===== src/rtl/ufo_pkg.sv =====
// rtl/ufo_pkg.sv - shared types, saturation limits and saturating add for the UFO block accumulator
package ufo_pkg;

  localparam int UFO_DW = 64;

  typedef enum logic {IDLE, ACCUM} state_t;

  // Limits are built for any width up to UFO_DW; callers keep the low bits they need.
  function automatic logic [UFO_DW-1:0] sat_max_f(input int w);
    logic [UFO_DW-1:0] r;
    r = '0;
    for (int i = 0; i < UFO_DW; i++) begin
      if (i < w - 1) r[i] = 1'b1;
    end
    return r;
  endfunction

  function automatic logic [UFO_DW-1:0] sat_min_f(input int w);
    logic [UFO_DW-1:0] r;
    r = '0;
    for (int i = 0; i < UFO_DW; i++) begin
      if (i == w - 1) r[i] = 1'b1;
    end
    return r;
  endfunction

  localparam logic [UFO_DW-1:0] SAT_MAX = sat_max_f(UFO_DW);
  localparam logic [UFO_DW-1:0] SAT_MIN = sat_min_f(UFO_DW);

  function automatic logic [UFO_DW-1:0] sat_add(input logic [UFO_DW-1:0] a,
                                                input logic [UFO_DW-1:0] b,
                                                output logic overflow);
    logic [UFO_DW:0] full;
    full     = {a[UFO_DW-1], a} + {b[UFO_DW-1], b};
    overflow = full[UFO_DW] ^ full[UFO_DW-1];
    if (!overflow) return full[UFO_DW-1:0];
    else if (full[UFO_DW]) return SAT_MIN;
    else return SAT_MAX;
  endfunction

endpackage


===== src/rtl/ufo_sat_add.sv =====
// rtl/ufo_sat_add.sv - combinational signed saturating adder with clamp indication
module ufo_sat_add
  import ufo_pkg::*;
#(
  parameter int DATA_WIDTH = 64
) (
  input  logic [DATA_WIDTH-1:0] a,
  input  logic [DATA_WIDTH-1:0] b,
  output logic [DATA_WIDTH-1:0] sum,
  output logic                  clamp
);

  localparam logic [UFO_DW-1:0]     MAX_FULL = sat_max_f(DATA_WIDTH);
  localparam logic [UFO_DW-1:0]     MIN_FULL = sat_min_f(DATA_WIDTH);
  localparam logic [DATA_WIDTH-1:0] MAX_V    = MAX_FULL[DATA_WIDTH-1:0];
  localparam logic [DATA_WIDTH-1:0] MIN_V    = MIN_FULL[DATA_WIDTH-1:0];

  logic [DATA_WIDTH:0] full;

  // The two top bits of the widened sum disagree exactly when the result left the range.
  always_comb begin
    full  = {a[DATA_WIDTH-1], a} + {b[DATA_WIDTH-1], b};
    clamp = full[DATA_WIDTH] ^ full[DATA_WIDTH-1];
    sum   = full[DATA_WIDTH-1:0];
    if (clamp) sum = full[DATA_WIDTH] ? MIN_V : MAX_V;
  end

endmodule


===== src/rtl/ufo_block_acc.sv =====
// rtl/ufo_block_acc.sv - block-wise saturating accumulator emitting sum, mean and saturation flag
module ufo_block_acc
  import ufo_pkg::*;
#(
  parameter int DATA_WIDTH = 64,
  parameter int BLOCK_LEN  = 16,
  parameter int CNT_WIDTH  = $clog2(BLOCK_LEN)
) (
  input  logic                  i_clk,
  input  logic                  i_rst,
  input  logic                  i_valid,
  input  logic [DATA_WIDTH-1:0] i_data,
  input  logic                  i_clear,
  output logic [DATA_WIDTH-1:0] o_sum,
  output logic [DATA_WIDTH-1:0] o_mean,
  output logic                  o_sat,
  output logic                  o_valid,
  output logic [CNT_WIDTH-1:0]  o_count
);

  localparam logic [CNT_WIDTH-1:0] CNT_LAST = CNT_WIDTH'(BLOCK_LEN - 1);

  state_t                  state_q, state_d;
  logic [CNT_WIDTH-1:0]    cnt_q, cnt_d;
  logic [DATA_WIDTH-1:0]   acc_q, acc_d;
  logic                    sat_seen_q, sat_seen_d;
  logic [DATA_WIDTH-1:0]   sum_q, sum_d;
  logic                    sat_q, sat_d;
  logic                    valid_q, valid_d;
  logic [DATA_WIDTH-1:0]   add_sum;
  logic                    add_clamp;

  ufo_sat_add #(.DATA_WIDTH(DATA_WIDTH)) u_sat_add (
    .a     (acc_q),
    .b     (i_data),
    .sum   (add_sum),
    .clamp (add_clamp)
  );

  always_comb begin
    state_d    = state_q;
    cnt_d      = cnt_q;
    acc_d      = acc_q;
    sat_seen_d = sat_seen_q;
    sum_d      = sum_q;
    sat_d      = sat_q;
    valid_d    = 1'b0;
    if (i_clear) begin
      state_d    = IDLE;
      cnt_d      = '0;
      acc_d      = '0;
      sat_seen_d = 1'b0;
    end else if (i_valid) begin
      unique case (state_q)
        IDLE: begin
          state_d    = ACCUM;
          cnt_d      = cnt_q + 1'b1;
          acc_d      = add_sum;
          sat_seen_d = sat_seen_q | add_clamp;
        end
        ACCUM: begin
          if (cnt_q == CNT_LAST) begin
            // Final sample of the block: publish and restart without a bubble.
            state_d    = IDLE;
            cnt_d      = '0;
            acc_d      = '0;
            sat_seen_d = 1'b0;
            sum_d      = add_sum;
            sat_d      = sat_seen_q | add_clamp;
            valid_d    = 1'b1;
          end else begin
            cnt_d      = cnt_q + 1'b1;
            acc_d      = add_sum;
            sat_seen_d = sat_seen_q | add_clamp;
          end
        end
        default: state_d = IDLE;
      endcase
    end
  end

  always_ff @(posedge i_clk or negedge i_rst) begin
    if (!i_rst) begin
      state_q    <= IDLE;
      cnt_q      <= '0;
      acc_q      <= '0;
      sat_seen_q <= 1'b0;
      sum_q      <= '0;
      sat_q      <= 1'b0;
      valid_q    <= 1'b0;
    end else begin
      state_q    <= state_d;
      cnt_q      <= cnt_d;
      acc_q      <= acc_d;
      sat_seen_q <= sat_seen_d;
      sum_q      <= sum_d;
      sat_q      <= sat_d;
      valid_q    <= valid_d;
    end
  end

  assign o_sum   = sum_q;
  assign o_mean  = $signed(sum_q) >>> CNT_WIDTH;
  assign o_sat   = sat_q;
  assign o_valid = valid_q;
  assign o_count = cnt_q;

endmodule

===== config.mk =====
export PLATFORM = sky130hd
export DESIGN_NAME = ufo_block_acc
export DESIGN_NICKNAME = d
export VERILOG_FILES = /design/src/rtl/ufo_pkg.sv /design/src/rtl/ufo_sat_add.sv /design/src/rtl/ufo_block_acc.sv
export SDC_FILE = /design/constraint.sdc
export NUM_CORES = 1
export LEC_CHECK = 0
export ABC_AREA = 0
export CAP_MARGIN = 0
export CORE_AREA = 5 5 204 206
export DETAILED_ROUTE_END_ITERATION = 16
export DIE_AREA = 0 0 209 211
export PLACE_DENSITY = 0.52
export SLEW_MARGIN = 20
export SYNTH_ARGS = -nofsm -noshare
export SYNTH_HDL_FRONTEND = slang
export SYNTH_SLANG_ARGS = --single-unit

===== constraint.sdc =====
create_clock -name i_clk -period 4.15 [get_ports i_clk]
set_input_delay 0.415 -clock i_clk [delete_from_list [all_inputs] [get_ports i_clk]]
set_output_delay 0.415 -clock i_clk [all_outputs]
set_load 0.01 [all_outputs]

==> impl_metrics.py <==
metrics = {
    "clocking": {
        "ctsResizeCount": 0,
        "clk_pin_slew_ns": 0.06,
        "cts_buffers": 17,
        "clockBufferDepth": 2,
        "clk_latency_ns": 0.44,
        "post_cts_buffers": 0,
        "cts_sinks": 136,
        "cts_tree": "yes",
        "cts_htree_levels": 4,
        "ctsHoldBuffers": 0,
        "root_buffer": "clkbuf_16",
    },
    "synth": {
        "synth-edff-count": 0,
        "syn_avg_cell_area_um2": 8.84,
        "synth_top_family_by_area": "compound AO/OA/AOI/OAI gates",
        "synth-xor-area-share_pct": 5.41,
        "syn_area_mm2": 0.00971,
        "ys_warn_count": 0,
        "synthesis.nets": 1232,
        "synth_most_common_cell": "nand2_1",
        "async_flop_share_pct": 100,
        "ys_ff_latch": 136,
        "synth_cells": 1098,
        "muxShareOfSynthArea_pct": 0.219,
        "yosysTopAreaCell": "dfrtp_1",
        "yosys.area_share.simple_pct": 14.7,
        "ys_seq_area_share_pct": 35.1,
        "synth_common_cells": "151 x nand2_1, 136 x dfrtp_1, 96 x a21oi_1, 93 x a22o_1, 71 x o21ai_0",
        "ys.flop_type": "dfrtp_1",
        "synth_top_area_share_pct": 35.1,
        "synth_compound_area_share_pct": 27.4,
        "ys_types": 68,
        "synth_fa_ha_area_share_pct": 8.59,
        "synth_area_leaders": "dfrtp_1 35%, a22o_1 8.4%, ha_1 8.4%",
    },
    "routing": {
        "wl_um": 32300,
        "drtIter0Drc": 490,
        "wire_per_inst_um": 18.2,
        "drt-vias-per-instance": 4.91,
        "vias": 8735,
        "firstDrtPassIters": 5,
        "drc": 0,
        "final_antenna_net_count": 0,
    },
    "sta": {
        "tightest_slew_ns": 0.805,
        "rsz0062_at_grt": "no",
        "maxSlewHeadroom_pct": 46.3,
        "fmax_mhz": 274,
        "finalHoldViolCount": 0,
        "drv_slew": 0,
        "finalSetupViolCount": 0,
        "fin_tns_setup_ns": 0,
        "period_share_pct": 88.0,
        "finClkSkew_ns": 0.0141,
        "min_period_ns": 3.65,
    },
    "place": {
        "dp_hpwl_um": 25400,
        "place_area_mm2": 0.0120,
        "gp_congestion": 0.872,
        "io_buffers": 201,
    },
    "worst_setup_path": {
        "cpMostUsedCell": "a21oi_1",
        "crit_start": "i_data[26]",
        "reg2reg_from": "acc_q[26]",
        "critPathLaunchType": "primary input",
        "end_kind": "flop",
        "slowest_delay_ns": 0.43,
        "slowest_stage": "clkdlybuf4s50_1",
        "worstPathCellList": "clkdlybuf4s50_1 > ha_1 > a21oi_1 > o21ai_1 > a211oi_2 > o211ai_1 > a2111oi_2 > buf_4 > a21oi_1 > nor2_1 > o2bb2a_4 > and2_2 > buf_12 > a22o_1",
        "worstPathArrival_ns": 3.98,
        "crit_required_ns": 4.47,
        "path_class": "in -> reg",
        "crit_fanout": 28,
    },
    "floorplan": {
        "die_area_mm2": 0.0441,
        "ioPinCount": 202,
        "fp.dieH_um": 211,
        "coreArea_mm2": 0.0395,
        "die_w_um": 209,
        "num_rows": 73,
        "start_util_pct": 24.6,
    },
    "finish": {
        "fin_nets": 1376,
        "final_area_mm2": 0.0126,
        "multiInputGateArea_mm2": 0.00549,
        "regArea_mm2": 0.00340,
        "syn_to_final_growth_pct": 30.3,
        "diodes": 0,
        "drive_gt1_share_pct": 7.97,
        "nFillCells": 4145,
    },
    "run": {
        "drv_cap": 0,
    },
    "min_path": {
        "hp-class": "in -> async",
    },
    "run_status": {
        "status": "finished, final reports clean",
    },
    "global_route": {
        "grt_max_degree": 84,
        "antenna_found_initial": 0,
        "grt_pass1_vias": 8921,
        "grt_overflow_total": 0,
        "grt_usage_pct": 14.5,
        "grt_pass1_wl_um": 51000,
    },
    "power": {
        "p_sw_w": 0.00360,
        "p_comb_share_pct": 57.2,
        "p_int_w": 0.00436,
        "powerDensity_mw_per_mm2": 630,
        "switching_share_pct": 45.3,
        "p_total_w": 0.00796,
        "clkPwrFrac_pct": 20.7,
        "p_seq_share_pct": 22.1,
        "irDropWorstVdd_mv": 0.320,
        "p_leak_nw": 5.46,
    },
}
critical path, delay by kind of cell:
kind                     cells  cell delay (ns)
AO/OA/AOI/OAI                8             1.79
AND/OR/NAND/NOR              2             0.58
adder cells (fa/ha/maj)      1             0.39
buffers and inverters        3             0.78
cell type report:
| cell class | instances | area share, % |
|---|---|---|
| multi-input cells | 830 | 43.4 |
| flip-flops and latches | 136 | 26.9 |
| repair buffers | 247 | 19.3 |
| well taps | 525 | 5.19 |
| clock buffers | 17 | 3.36 |
| clock inverters | 15 | 1.50 |
| inverters | 10 | 0.297 |
sequential cells by signal, summed over array words and instances, names as in the netlist:
register    cells
state_q         1
o_count         4
o_sat           1
sat_seen_q      1
o_sum          64
o_valid         1
acc_q          64
per-layer routing:
layer	track usage [%]	routed length (um)	part of all wire (%)	up-vias
met5	0	0	0	-
met4	4.05	471	1.5	0
met3	2.96	1400	4.3	22
met2	23.4	14900	46	213
met1	19.8	15600	48	4247
li1	-	-	-	4253
kinds of logic (layout without fill, tap and decap cells):
family | after synthesis | in the layout
buffers and inverters | 132 | 289
xor gates and xnor gates | 60 | 60
AOI/OAI and AO/OA | 390 | 390
DFF | 136 | 136
muxes | 2 | 2
adders and majority gates | 66 | 66
and+or+nand+nor | 312 | 312
path summary, 6_finish.rpt:
kind | endpoint | slack (ns) | cells after the start
worst max-delay path | o_sum[23] | 0.50 | 14
worst min-delay path | o_sum[20] | 0.04 | 1
worst max register to register | o_sum[23] | 0.54 | 13
worst min register to register | o_sat | 0.47 | 2
max in group asynchronous | acc_q[44] | 3.19 | 2
min in group i_clk | o_sat | 0.47 | 2
power groups by stage:
stage | Combinational, W | Sequential, W | Clock [W]
final | 0.00455 | 0.00176 | 0.00165
after global routing | 0.00507 | 0.00180 | 0.00175
after CTS | 0.00456 | 0.00176 | 0.00169
after detailed placement | 0.00453 | 0.00178 | 0
after global placement | 0.00454 | 0.00178 | 0
after floorplan | 0.00324 | 0.00174 | 0
stage by stage:
step / hold slack [ns] / utilization, % / cells / setup WS (ns)
final: 0.0422 / 32.0 / 1780 / 0.496
after global routing: 0.101 / 32.0 / 1780 / 0.149
after CTS: 0.0598 / 32.0 / 1780 / 0.500
after detailed placement: 0.460 / 30.5 / 1748 / 0.0446
after global placement: 0.457 / 30.5 / 1748 / 0.0722
after floorplan: 0.119 / - / 1098 / 0.897
layout by cell type, fill, tap and decap left out, drive strengths merged, types with 3 or more instances in the layout:
cell type / count
a2111oi: 4
a211oi: 13
a21boi: 6
a21o: 23
a21oi: 96
a22o: 93
a31oi: 6
and2: 4
and4: 3
buf: 47
bufinv: 3
clkbuf: 17
clkdlybuf4s50: 200
clkinv: 3
clkinvlp: 3
dfrtp: 136
ha: 65
inv: 16
nand2: 152
nand2b: 9
nand3: 10
nand3b: 3
nand4: 27
nor2: 63
nor2b: 9
nor3: 13
nor4: 6
o211ai: 15
o21a: 10
o21ai: 95
o21bai: 10
o31ai: 4
or2: 3
or3: 4
xnor2: 29
xor2: 31
No activity file was read; power rests on OpenSTA's default activity.
